**src/rtl/task_tcb.sv**
```systemverilog
// task_tcb: task control block for one task of the FPGA-side scheduler.
//
// Holds the lifecycle state, base and effective priority, the execution-hit
// budget, the dispatch flag and an aging counter. Commands arrive on a shared
// 16-bit op bus. While the task is eligible it presents
// {TASK_ID, eff_prio} to the priority sorter.
//
// Ports:
//   CLK         sole clock, rising edge
//   RST         synchronous active-high reset, overrides any op
//   op_valid    qualifies in_op
//   in_op       [15:12] reserved, [11:8] target, [7:4] opcode, [3:0] operand
//   out_sorter  {TASK_ID, eff_prio} when eligible, otherwise 0
//   state       00 Ready, 01 Suspended, 10 Wait, 11 Terminated
//   running     task is dispatched
//   exe_hit     remaining execution-hit budget
//   exec_ack    one-cycle pulse after an accepted Execute
//
// state        | meaning
// -------------+-----------------------------------------------------------
// ST_READY     | may be dispatched; eligible when idle with budget left
// ST_SUSPENDED | parked by a Suspend op
// ST_WAIT      | parked by a Wait op
// ST_TERMINATED| absorbing; every op ignored until RST
//
// TASK_ID must not be 4'hF, which is the broadcast target.

module task_tcb #(
    parameter logic [3:0] TASK_ID    = 4'h4,
    parameter int         PRIO_W     = 4,
    parameter int         HIT_W      = 8,
    parameter int         HIT_INIT   = 128,
    parameter int         AGE_PERIOD = 10000
) (
    input  logic                  CLK,
    input  logic                  RST,
    input  logic                  op_valid,
    input  logic [15:0]           in_op,
    output logic [4+PRIO_W-1:0]   out_sorter,
    output logic [1:0]            state,
    output logic                  running,
    output logic [HIT_W-1:0]      exe_hit,
    output logic                  exec_ack
);

    typedef enum logic [1:0] {
        ST_READY      = 2'b00,
        ST_SUSPENDED  = 2'b01,
        ST_WAIT       = 2'b10,
        ST_TERMINATED = 2'b11
    } state_t;

    localparam logic [3:0]  OP_READY   = 4'b0001;
    localparam logic [3:0]  OP_SUSPEND = 4'b0010;
    localparam logic [3:0]  OP_WAIT    = 4'b0011;
    localparam logic [3:0]  OP_KILL    = 4'b0100;
    localparam logic [3:0]  OP_SETPRI  = 4'b0101;
    localparam logic [3:0]  OP_SETHIT  = 4'b0110;
    localparam logic [3:0]  OP_EXEC    = 4'b0111;
    localparam logic [3:0]  OP_FINISH  = 4'b1111;
    localparam logic [3:0]  BCAST_ID   = 4'hF;
    localparam logic [31:0] AGE_LAST   = 32'(AGE_PERIOD - 1);

    state_t              state_q, state_d;
    logic                running_q, running_d;
    logic [HIT_W-1:0]    hit_q, hit_d;
    logic [PRIO_W-1:0]   base_q, base_d;
    logic [PRIO_W-1:0]   eff_q, eff_d;
    logic [31:0]         age_q, age_d;
    logic                ack_q, ack_d;

    logic [3:0]          target;
    logic [3:0]          opcode;
    logic [3:0]          operand;
    logic                is_state_op;
    logic                op_hit;
    logic                eligible;
    logic                op_accepted;
    logic                unused_op_bits;

    assign target   = in_op[11:8];
    assign opcode   = in_op[7:4];
    assign operand  = in_op[3:0];

    // Reserved bits and operand bits above PRIO_W carry no meaning here.
    assign unused_op_bits = ^in_op;

    // Only the four state-setting opcodes honour the broadcast target.
    assign is_state_op = (opcode >= OP_READY) && (opcode <= OP_KILL);
    assign op_hit = op_valid &&
                    ((target == TASK_ID) || ((target == BCAST_ID) && is_state_op));

    assign eligible = (state_q == ST_READY) && !running_q && (hit_q != '0);

    always_comb begin
        state_d     = state_q;
        running_d   = running_q;
        hit_d       = hit_q;
        base_d      = base_q;
        eff_d       = eff_q;
        age_d       = age_q;
        ack_d       = 1'b0;
        op_accepted = 1'b0;

        if (op_hit && (state_q != ST_TERMINATED)) begin
            case (opcode)
                OP_READY, OP_SUSPEND, OP_WAIT, OP_KILL: begin
                    case (opcode)
                        OP_READY:   state_d = ST_READY;
                        OP_SUSPEND: state_d = ST_SUSPENDED;
                        OP_WAIT:    state_d = ST_WAIT;
                        default:    state_d = ST_TERMINATED;
                    endcase
                    // Re-asserting the current state is not a state change.
                    if (state_d != state_q) begin
                        age_d = '0;
                    end
                    running_d   = 1'b0;
                    op_accepted = 1'b1;
                end
                OP_SETPRI: begin
                    base_d      = operand[PRIO_W-1:0];
                    eff_d       = operand[PRIO_W-1:0];
                    age_d       = '0;
                    op_accepted = 1'b1;
                end
                OP_SETHIT: begin
                    hit_d       = HIT_W'(operand);
                    op_accepted = 1'b1;
                end
                OP_EXEC: begin
                    if ((state_q == ST_READY) && !running_q && (hit_q != '0)) begin
                        running_d   = 1'b1;
                        ack_d       = 1'b1;
                        op_accepted = 1'b1;
                    end
                end
                OP_FINISH: begin
                    if (running_q && (state_q == ST_READY)) begin
                        running_d   = 1'b0;
                        // Budget may have been zeroed while running; never wrap.
                        if (hit_q != '0) begin
                            hit_d = hit_q - 1'b1;
                        end
                        eff_d       = base_q;
                        age_d       = '0;
                        op_accepted = 1'b1;
                    end
                end
                default: begin
                end
            endcase
        end

        // An accepted op swallows the aging tick of the same cycle.
        if (!op_accepted && eligible) begin
            if (age_q == AGE_LAST) begin
                age_d = '0;
                if (eff_q != '1) begin
                    eff_d = eff_q + 1'b1;
                end
            end else begin
                age_d = age_q + 32'd1;
            end
        end
    end

    always_ff @(posedge CLK) begin
        if (RST) begin
            state_q   <= ST_READY;
            running_q <= 1'b0;
            hit_q     <= HIT_W'(HIT_INIT);
            base_q    <= '0;
            eff_q     <= '0;
            age_q     <= '0;
            ack_q     <= 1'b0;
        end else begin
            state_q   <= state_d;
            running_q <= running_d;
            hit_q     <= hit_d;
            base_q    <= base_d;
            eff_q     <= eff_d;
            age_q     <= age_d;
            ack_q     <= ack_d;
        end
    end

    assign out_sorter = eligible ? {TASK_ID, eff_q} : '0;
    assign state      = state_q;
    assign running    = running_q;
    assign exe_hit    = hit_q;
    assign exec_ack   = ack_q;

endmodule

```
**config.mk**
```make
export PLATFORM = sky130hd
export DESIGN_NAME = task_tcb
export DESIGN_NICKNAME = d
export VERILOG_FILES = /design/src/rtl/task_tcb.sv
export SDC_FILE = /design/constraint.sdc
export NUM_CORES = 1
export LEC_CHECK = 0
export ABC_AREA = 1
export CAP_MARGIN = 5
export CORE_MARGIN = 4
export CORE_UTILIZATION = 45
export DETAILED_ROUTE_END_ITERATION = 10
export GPL_ROUTABILITY_DRIVEN = 0
export PLACE_DENSITY = 0.7
export SKIP_CTS_REPAIR_TIMING = 1
export SYNTH_ARGS = -nofsm -noshare
export SYNTH_HDL_FRONTEND = slang
export SYNTH_SLANG_ARGS = --single-unit
```
**constraint.sdc**
```tcl
create_clock -name CLK -period 2.58 [get_ports CLK]
set_input_delay 0.258 -clock CLK [delete_from_list [all_inputs] [get_ports CLK]]
set_output_delay 0.258 -clock CLK [all_outputs]
set_load 0.01 [all_outputs]
```
-- After elaboration in Yosys (flattened, before gate mapping)
Index checks and enable logic that the tools add are counted.
- flip-flop bits (word level): 52
- input bits: 19
- add/subtract/negate cells: 3
- order comparisons: 2
- eq/ne operators: 19
- mux-type cells: 26
- bitwise logic cells: 2
- reductions and logical operators: 25
- operators with widths (operator ; count):
    32-bit 2-to-1 mux ; 5
    32-bit one-hot mux with 3 select lines ; 1
    32-bit by 1-bit adder with 32-bit output, second input constant ; 1
    32-bit by 14-bit equality test with 1-bit output, second input constant ; 1
    4-bit by 3-bit equality test with 1-bit output, second input constant ; 5
    4-bit 2-to-1 mux ; 5
    8-bit 2-to-1 mux ; 2
    8-bit one-hot mux with 2 select lines ; 1
    4-bit AND reduction ; 3
    4-bit by 2-bit equality test with 1-bit output, second input constant ; 2
    4-bit equality test, second input constant ; 2
    1-bit logical AND ; 8
    2-bit inequality test, second input constant ; 4
    4-bit one-hot mux with 2 select lines ; 1
    8-bit nonzero test ; 1
    8-bit by 1-bit subtractor with 8-bit output, second input constant ; 1
    7-bit 2-to-1 mux ; 1
    3-bit inequality test, second input constant ; 2
    1-bit one-hot mux with 3 select lines ; 2
    2-bit one-hot mux with 3 select lines ; 1
    6-bit OR reduction ; 1
    1-bit 2-to-1 mux ; 5
    4-bit by 1-bit adder with 4-bit output, second input constant ; 1
    4-bit by 1-bit equality test with 1-bit output, second input constant ; 1
    other kinds (15) ; 20

-- Depth between registers and ports, before layout
Gate-level depths: netlist of the first run.
- depth after elaboration: 12
- gate-level depth with buffers: 14
- depth with buffers taken out: 14

-- Worst setup path before layout of the first run
Ideal clock, no wire load.
- path type: reg2reg
- from: reg age_q[0]
- to: reg eff_q[0]
- setup time: 0.115 ns
- arrival time: 1.545 ns
- required time: 2.465 ns
- path slack: 0.920 ns
- stages on the path, launching flop included: 9
- clock period less this slack: 1.660 ns
- cells stage by stage: dfxtp_1 ha_1 nand3_2 nor2_1 nand2_1 nor2_1 nand4_1 o21bai_1 nor2_1
- longest elaborated chain between the ends: 3
- ends and longest elaborated chain (what ; line ; source):
    start: declaration ; 69 ; logic [31:0] age_q, age_d;
    start signal: assignment ; 183 ; age_q <= age_d;
    32-bit by 14-bit equality test with 1-bit output ; 157 ; if (age_q == AGE_LAST) begin
    4-bit 2-to-1 mux ; 157 ;
    4-bit 2-to-1 mux ; 156 ; if (!op_accepted && eligible) begin
    end signal: assignment ; 174 ; eff_q <= '0;
    end signal: assignment ; 182 ; eff_q <= eff_d;
    end: declaration ; 68 ; logic [PRIO_W-1:0] eff_q, eff_d;
Every way passes these cells.
A chain may end at the register's enable or synchronous reset.

-- Worst setup path in the final report of the first run
- from: reg hit_q[0], in the netlist exe_hit[0]
- to: out out_sorter[6]
- longest elaborated chain between the ends: 3
- ends and longest elaborated chain (what ; line ; source):
    start: declaration ; 66 ; logic [HIT_W-1:0] hit_q, hit_d;
    start signal: assignment ; 172 ; hit_q <= HIT_W'(HIT_INIT);
    start signal: assignment ; 180 ; hit_q <= hit_d;
    8-bit nonzero test ; 93 ; assign eligible = (state_q == ST_READY) && !running_q && (hit_q != '0);
    1-bit logical AND ; 93 ;
    7-bit 2-to-1 mux ; 188 ; assign out_sorter = eligible ? {TASK_ID, eff_q} : '0;
    end: declaration ; 39 ; output logic [4+PRIO_W-1:0] out_sorter,
Every way passes these cells.

==> results.sh, run 1 <==
export IMPL_drc_errors=0
export IMPL_grt_overflow=0
export IMPL_p_total_uw=1459
export IMPL_vias_per_cell=5.351
export IMPL_skew_ns=0.008821
export IMPL_clockBufferDepth=2
export IMPL_ios=39
export IMPL_cp_common_cell="inv_1"
export IMPL_slowest_delay_ns=0.56
export IMPL_fmax_ghz=0.4265
export IMPL_syn_inst=608
export IMPL_areaGrowthSynthToFinish_pct=11.87
export IMPL_critPathMaxFanout=6
export IMPL_ant_nets=0
export IMPL_grt_pass1_wl_mm=16.50
export IMPL_r2r_start="age_q[0]"
export IMPL_synth_main_ff_cell="dfxtp_1"
export IMPL_setup_tns_ns=0
export IMPL_clk_latency_ns=0.31
export IMPL_portBuffers=31
export IMPL_worst_pin_slew_ns=0.4997
export IMPL_leakage_uw=0.001624
export IMPL_grt_use_total=0.2005
export IMPL_clk_pin_slew_ns=0.10
export IMPL_fin_crit_sh=0.9088
export IMPL_peakVddDrop_uv=193.1
export IMPL_rsz0062_at_grt="false"
export IMPL_power_density_mw_per_mm2=354.6
export IMPL_r2r_end="eff_q[0]"
export IMPL_yosysUniqueCellTypes=33
export IMPL_cts_tree="built"
export IMPL_die_h_um=98.40
export IMPL_first_pass_iters=5
export IMPL_antenna_found_initial=0
export IMPL_cp_endpoint="out_sorter[6]"
export IMPL_dieArea_sq_mm=0.009682
export IMPL_finalWorstSetupSlack_ns=0.2352
export IMPL_synth_edf_count=0
export IMPL_worstSetupPathDepth=8
export IMPL_synth_seq_cells=52
export IMPL_relSlewSlack=0.6646
export IMPL_cts_root_buf="clkbuf_8"
export IMPL_cp_start_kind="register"
export IMPL_yosysWarningCount=0
export IMPL_synth_async_reset_ratio=0
export IMPL_post_dp_hpwl_mm=7.212
export IMPL_row_count=32
export IMPL_drive_gt1_frac=0.05346
export IMPL_start_util=0.4686
export IMPL_yosys_top_cells_area="dfxtp_1, nand2_1, nand3_1"
export IMPL_worst_r2r_path_depth=8
export IMPL_cts_buffers=5
export IMPL_netlist_area_sq_mm=0.003677
export IMPL_ys_seq_area_frac=0.2831
export IMPL_crit_path_start="exe_hit[0]"
export IMPL_path_delay_family="buffers and inverters"
export IMPL_maxSlewViolCount=0
export IMPL_cp_cell_sequence="inv_1 > ha_1 > inv_1 > nor2_1 > nand2_1 > nand2_1 > inv_1 > clkdlybuf4s50_1"
export IMPL_worstPathRequired_ns=2.32
export IMPL_finalSetupViolations=0
export IMPL_period_needed_ns=2.345
export IMPL_cts_sinks=52
export IMPL_status="finished, final reports clean"
export IMPL_hold_violations=0
export IMPL_route_vias_total=3949
export IMPL_wl_per_cell_um=12.83
export IMPL_synth_top_cell_area_share=0.2831
export IMPL_routed_wl_mm=9.472
export IMPL_setup_worst_path_end_class="primary output"
export IMPL_die_w_um=98.40
export IMPL_coreArea_sq_mm=0.007848
export IMPL_hp_class="register to register"
export IMPL_cp_slowest_cell="clkdlybuf4s50_1"
export IMPL_first_global_vias=3719
export IMPL_postSynthAreaPerCell_sq_um=6.048
export IMPL_grt_max_degree=33
export IMPL_crit_buf_inv=4
export IMPL_cap_violations=0
export IMPL_yosysTopAreaCell="dfxtp_1"
export IMPL_nets=658
export IMPL_drt_first_iter_violations=321
export IMPL_cts_htree_levels=2
export IMPL_cp_arrival_ns=2.09
export IMPL_critical_path_class="register to primary output"
export IMPL_pre_cts_ws_ns=0.3240
export IMPL_ff2ff_setup_slack_ns=0.51
export IMPL_diodes=0
[synthesized netlist by cell type, drive strengths merged (2+ instances only)]
cell type  number
dfxtp          52
inv            72
nand2         152
nor3           17
xor2           13
o21ai          21
buf            13
a21oi          53
o21bai          2
nand3          86
clkbuf          4
nand4          11
ha              4
nor2           97
o22ai           2
nand3b          3
[worst min path at each step]
stage / from / endpoint / slack (ns) / cells past startpoint
6_report: base_q[0] / base_q[0] / 0.46 / 2
5_1_grt: base_q[0] / base_q[0] / 0.49 / 2
4_1_cts: base_q[0] / base_q[0] / 0.46 / 2
3_5_place_dp: base_q[0] / base_q[0] / 0.45 / 2
3_3_place_gp: base_q[0] / base_q[0] / 0.44 / 2
2_1_floorplan: base_q[1] / base_q[1] / 0.42 / 2
[kinds of logic after synthesis]
kind of cell,after synthesis,share of synthesized area
AND/OR/NAND/NOR,366,0.4410
buffers and inverters,90,0.1133
AO/OA/AOI/OAI,81,0.1147
flip-flops,52,0.2831
XOR/XNOR,14,0.03335
adder cells (fa/ha/maj),4,0.01361
other,1,0.001020
[worst register-to-register path: cells and delay by family (launching register included)]
family / cells / cell delay, ns
DFF: 1 / 0.45
AOI/OAI and AO/OA: 1 / 0.21
adders and majority gates: 1 / 0.32
and+or+nand+nor: 6 / 0.99
[cell usage in the layout (no fill, tap or decap), types with 3 or more instances in the layout]
master,n
nand3b_1,3
clkbuf_8,5
conb_1,3
xor2_1,13
nor2_4,3
dfxtp_1,52
clkdlybuf4s50_1,31
nand3_1,83
ha_1,4
inv_2,8
nor2_1,92
nand2_1,147
o21ai_0,20
nand3_2,3
inv_1,63
nand2_4,4
nor3_1,16
buf_4,4
nand4_1,11
a21oi_1,53
[registers in the layout, indices dropped and copies added (netlist names)]
name	flops
state	2
age_q	32
base_q	4
exe_hit	8
eff_q	4
exec_ack	1
running	1
[cell type report]
class | instances | area [sq um]
Clock buffer | 7 | 76.32
Clock inverter | 1 | 8.758
Fill cell | 843 | 3734
Inverter | 72 | 272.8
Multi-Input combinational cell | 468 | 2227
Sequential cell | 52 | 1041
Tap cell | 102 | 127.6
Timing Repair Buffer | 36 | 360.3
[power breakdown]
part	internal [uW]	switching, uW
combinational	61.7	107
sequential	811	11.4
clock	195	273
total	1070	392
[through the flow]
step | instances | instance area, sq um | hold WS [ns] | utilization
2_1_floorplan | 610 | 3685 | 0.4239 | -
3_3_place_gp | 730 | 4029 | 0.4418 | 0.5134
3_5_place_dp | 730 | 4029 | 0.4484 | 0.5134
4_1_cts | 738 | 4114 | 0.4638 | 0.5242
5_1_grt | 738 | 4114 | 0.4950 | 0.5242
6_report | 738 | 4114 | 0.4583 | 0.5242
[metal layers]
| metal | wire [um] | track usage |
|---|---|---|
| met3 | 498 | 0.02714 |
| met2 | 4353 | 0.3328 |
| met1 | 4396 | 0.2643 |
| met4 | 224 | 0.07563 |
| met5 | 0 | 0 |
Power figures use the tool's default switching activity.
==> run 2, diff against run 1 <==
Settings changed: CAP_MARGIN 5 to not set, CORE_ASPECT_RATIO set to 0.5.
==> run 2 against run 1 <==
Critical path depth is the same. Utilization grew 2.6 points. Count of clock-buffer cells in the layout shrank 1. Fmax grew 2.0%. Via count shrank 2.2%. First-iteration DRC count shrank 20%. Register-to-register slack lost 0.02 ns. Critical path type unchanged. Largest cell class unchanged. Highest routed layer unchanged.
==> results.sh, run 2 (synthesis results as in run 1) <==
export IMPL_status="finished, final reports clean"
export IMPL_slowest_delay_ns=0.56
export IMPL_largest_register_ffs=32
export IMPL_cp_slowest_cell="clkdlybuf4s50_1"
export IMPL_final_cells=743
export IMPL_portBuffers=31
export IMPL_ios=39
export IMPL_maxSlewViolCount=0
export IMPL_coreArea_sq_mm=0.007625
export IMPL_start_util=0.4823
export IMPL_grt_max_degree=39
export IMPL_grt_pass1_wl_mm=16.10
export IMPL_cts_tree="built"
export IMPL_p_sw_frac=0.2604
export IMPL_clk_pin_slew_ns=0.07
export IMPL_clk_latency_ns=0.30
export IMPL_clockBufferDepth=2
export IMPL_pre_cts_ws_ns=0.2650
export IMPL_cp_start_kind="register"
export IMPL_critical_path_class="register to primary output"
export IMPL_setup_tns_ns=0
export IMPL_die_w_um=135.8
export IMPL_critPathMaxFanout=6
export IMPL_drt_first_iter_violations=258
export IMPL_power_density_mw_per_mm2=406.3
export IMPL_relSlewSlack=0.6666
export IMPL_fin_crit_sh=0.8908
export IMPL_wl_per_cell_um=12.63
export IMPL_dieArea_sq_mm=0.009770
export IMPL_placed_cell_area_sq_mm=0.004041
export IMPL_cp_arrival_ns=2.04
export IMPL_fmax_ghz=0.4351
export IMPL_vias_per_cell=5.197
export IMPL_cts_htree_levels=2
export IMPL_cts_sinks=52
export IMPL_routed_wl_mm=9.387
export IMPL_nets=657
export IMPL_dp_cells=735
export IMPL_setup_worst_path_end_class="primary output"
export IMPL_die_h_um=71.92
export IMPL_cp_common_cell="inv_1"
export IMPL_switchingPower_uw=443.9
export IMPL_peakVddDrop_uv=275.6
export IMPL_post_dp_hpwl_mm=6.954
export IMPL_grt_overflow=0
export IMPL_comb_power_share=0.101
export IMPL_fin_area_sq_mm=0.004195
export IMPL_finalSetupViolations=0
export IMPL_areaGrowthSynthToFinish_pct=14.09
export IMPL_diodes=0
export IMPL_first_pass_iters=5
export IMPL_internal_power_uw=1261
export IMPL_cap_violations=0
export IMPL_antenna_found_initial=0
export IMPL_grt_use_total=0.2004
export IMPL_finalWorstSetupSlack_ns=0.2817
export IMPL_leakage_uw=0.001648
export IMPL_final_common_cell="nand2_1"
export IMPL_cts_root_buf="clkbuf_16"
export IMPL_ant_nets=0
export IMPL_skew_ns=0.005700
export IMPL_rsz0062_at_grt="false"
export IMPL_period_needed_ns=2.298
export IMPL_drive_gt1_frac=0.05512
export IMPL_p_clk_frac=0.417
export IMPL_hp_class="register to register"
export IMPL_first_global_vias=3481
export IMPL_worstPathRequired_ns=2.32
export IMPL_largest_register="age_q"
export IMPL_hold_violations=0
export IMPL_cts_buffers=5
export IMPL_route_vias_total=3861
export IMPL_final_cell_mix="nand2_1, nor2_1, nand3_1"
export IMPL_cp_cell_sequence="inv_1 > ha_1 > inv_1 > nor2_1 > nand2_1 > nand2_1 > inv_1 > clkdlybuf4s50_1"
export IMPL_seqPwrFrac=0.482
export IMPL_row_count=22
export IMPL_drc_errors=0
export IMPL_worst_pin_slew_ns=0.4967
-- run 2: layout make-up --
cell class	count	area (sq um)
Tap cell	108	135.1
Clock buffer	6	138.9
Sequential cell	52	1041
Timing Repair Buffer	35	365.4
Fill cell	779	3430
Multi-Input combinational cell	468	2227
Clock inverter	2	15.01
Inverter	72	272.8
-- run 2: stage by stage --
stage	total power [uW]	util	hold slack, ns
after floorplan	964.1	-	0.4239
after global placement	1011	0.5300	0.4390
after detailed placement	1013	0.5300	0.4451
after CTS	1716	0.5502	0.4554
after global routing	1768	0.5502	0.4903
final	1704	0.5502	0.4539
-- run 2: worst paths after layout --
| kind | startpoint | end | slack, ns | cells after the start |
|---|---|---|---|---|
| max | exe_hit[0] | out_sorter[6] | 0.28 | 8 |
| min reg2reg | base_q[1] | base_q[1] | 0.45 | 2 |
| max reg2reg | age_q[0] | eff_q[0] | 0.49 | 8 |
| min | base_q[1] | base_q[1] | 0.45 | 2 |
-- run 2: critical path, delay by kind of cell (launching register included) --
kind                       cells  cell delay (ns)
adders and majority gates      1             0.20
buffers and inverters          4             0.88
DFF                            1             0.37
and+or+nand+nor                3             0.28
-- run 2: power groups by stage --
stage	logic (uW)	clock network (uW)	registers, uW
6_report	171	712	822
3_3_place_gp	171	0	840
2_1_floorplan	125	0	839
5_1_grt	191	754	823
4_1_cts	172	722	822
3_5_place_dp	172	0	840
-- run 2: per-layer routing --
layer  routed length [um]  share of wire  global-route usage
met5                    0              0                   0
met4                   98          0.010             0.05028
met3                  490          0.052             0.03670
met2                 4114           0.44              0.3276
met1                 4684           0.50              0.2765
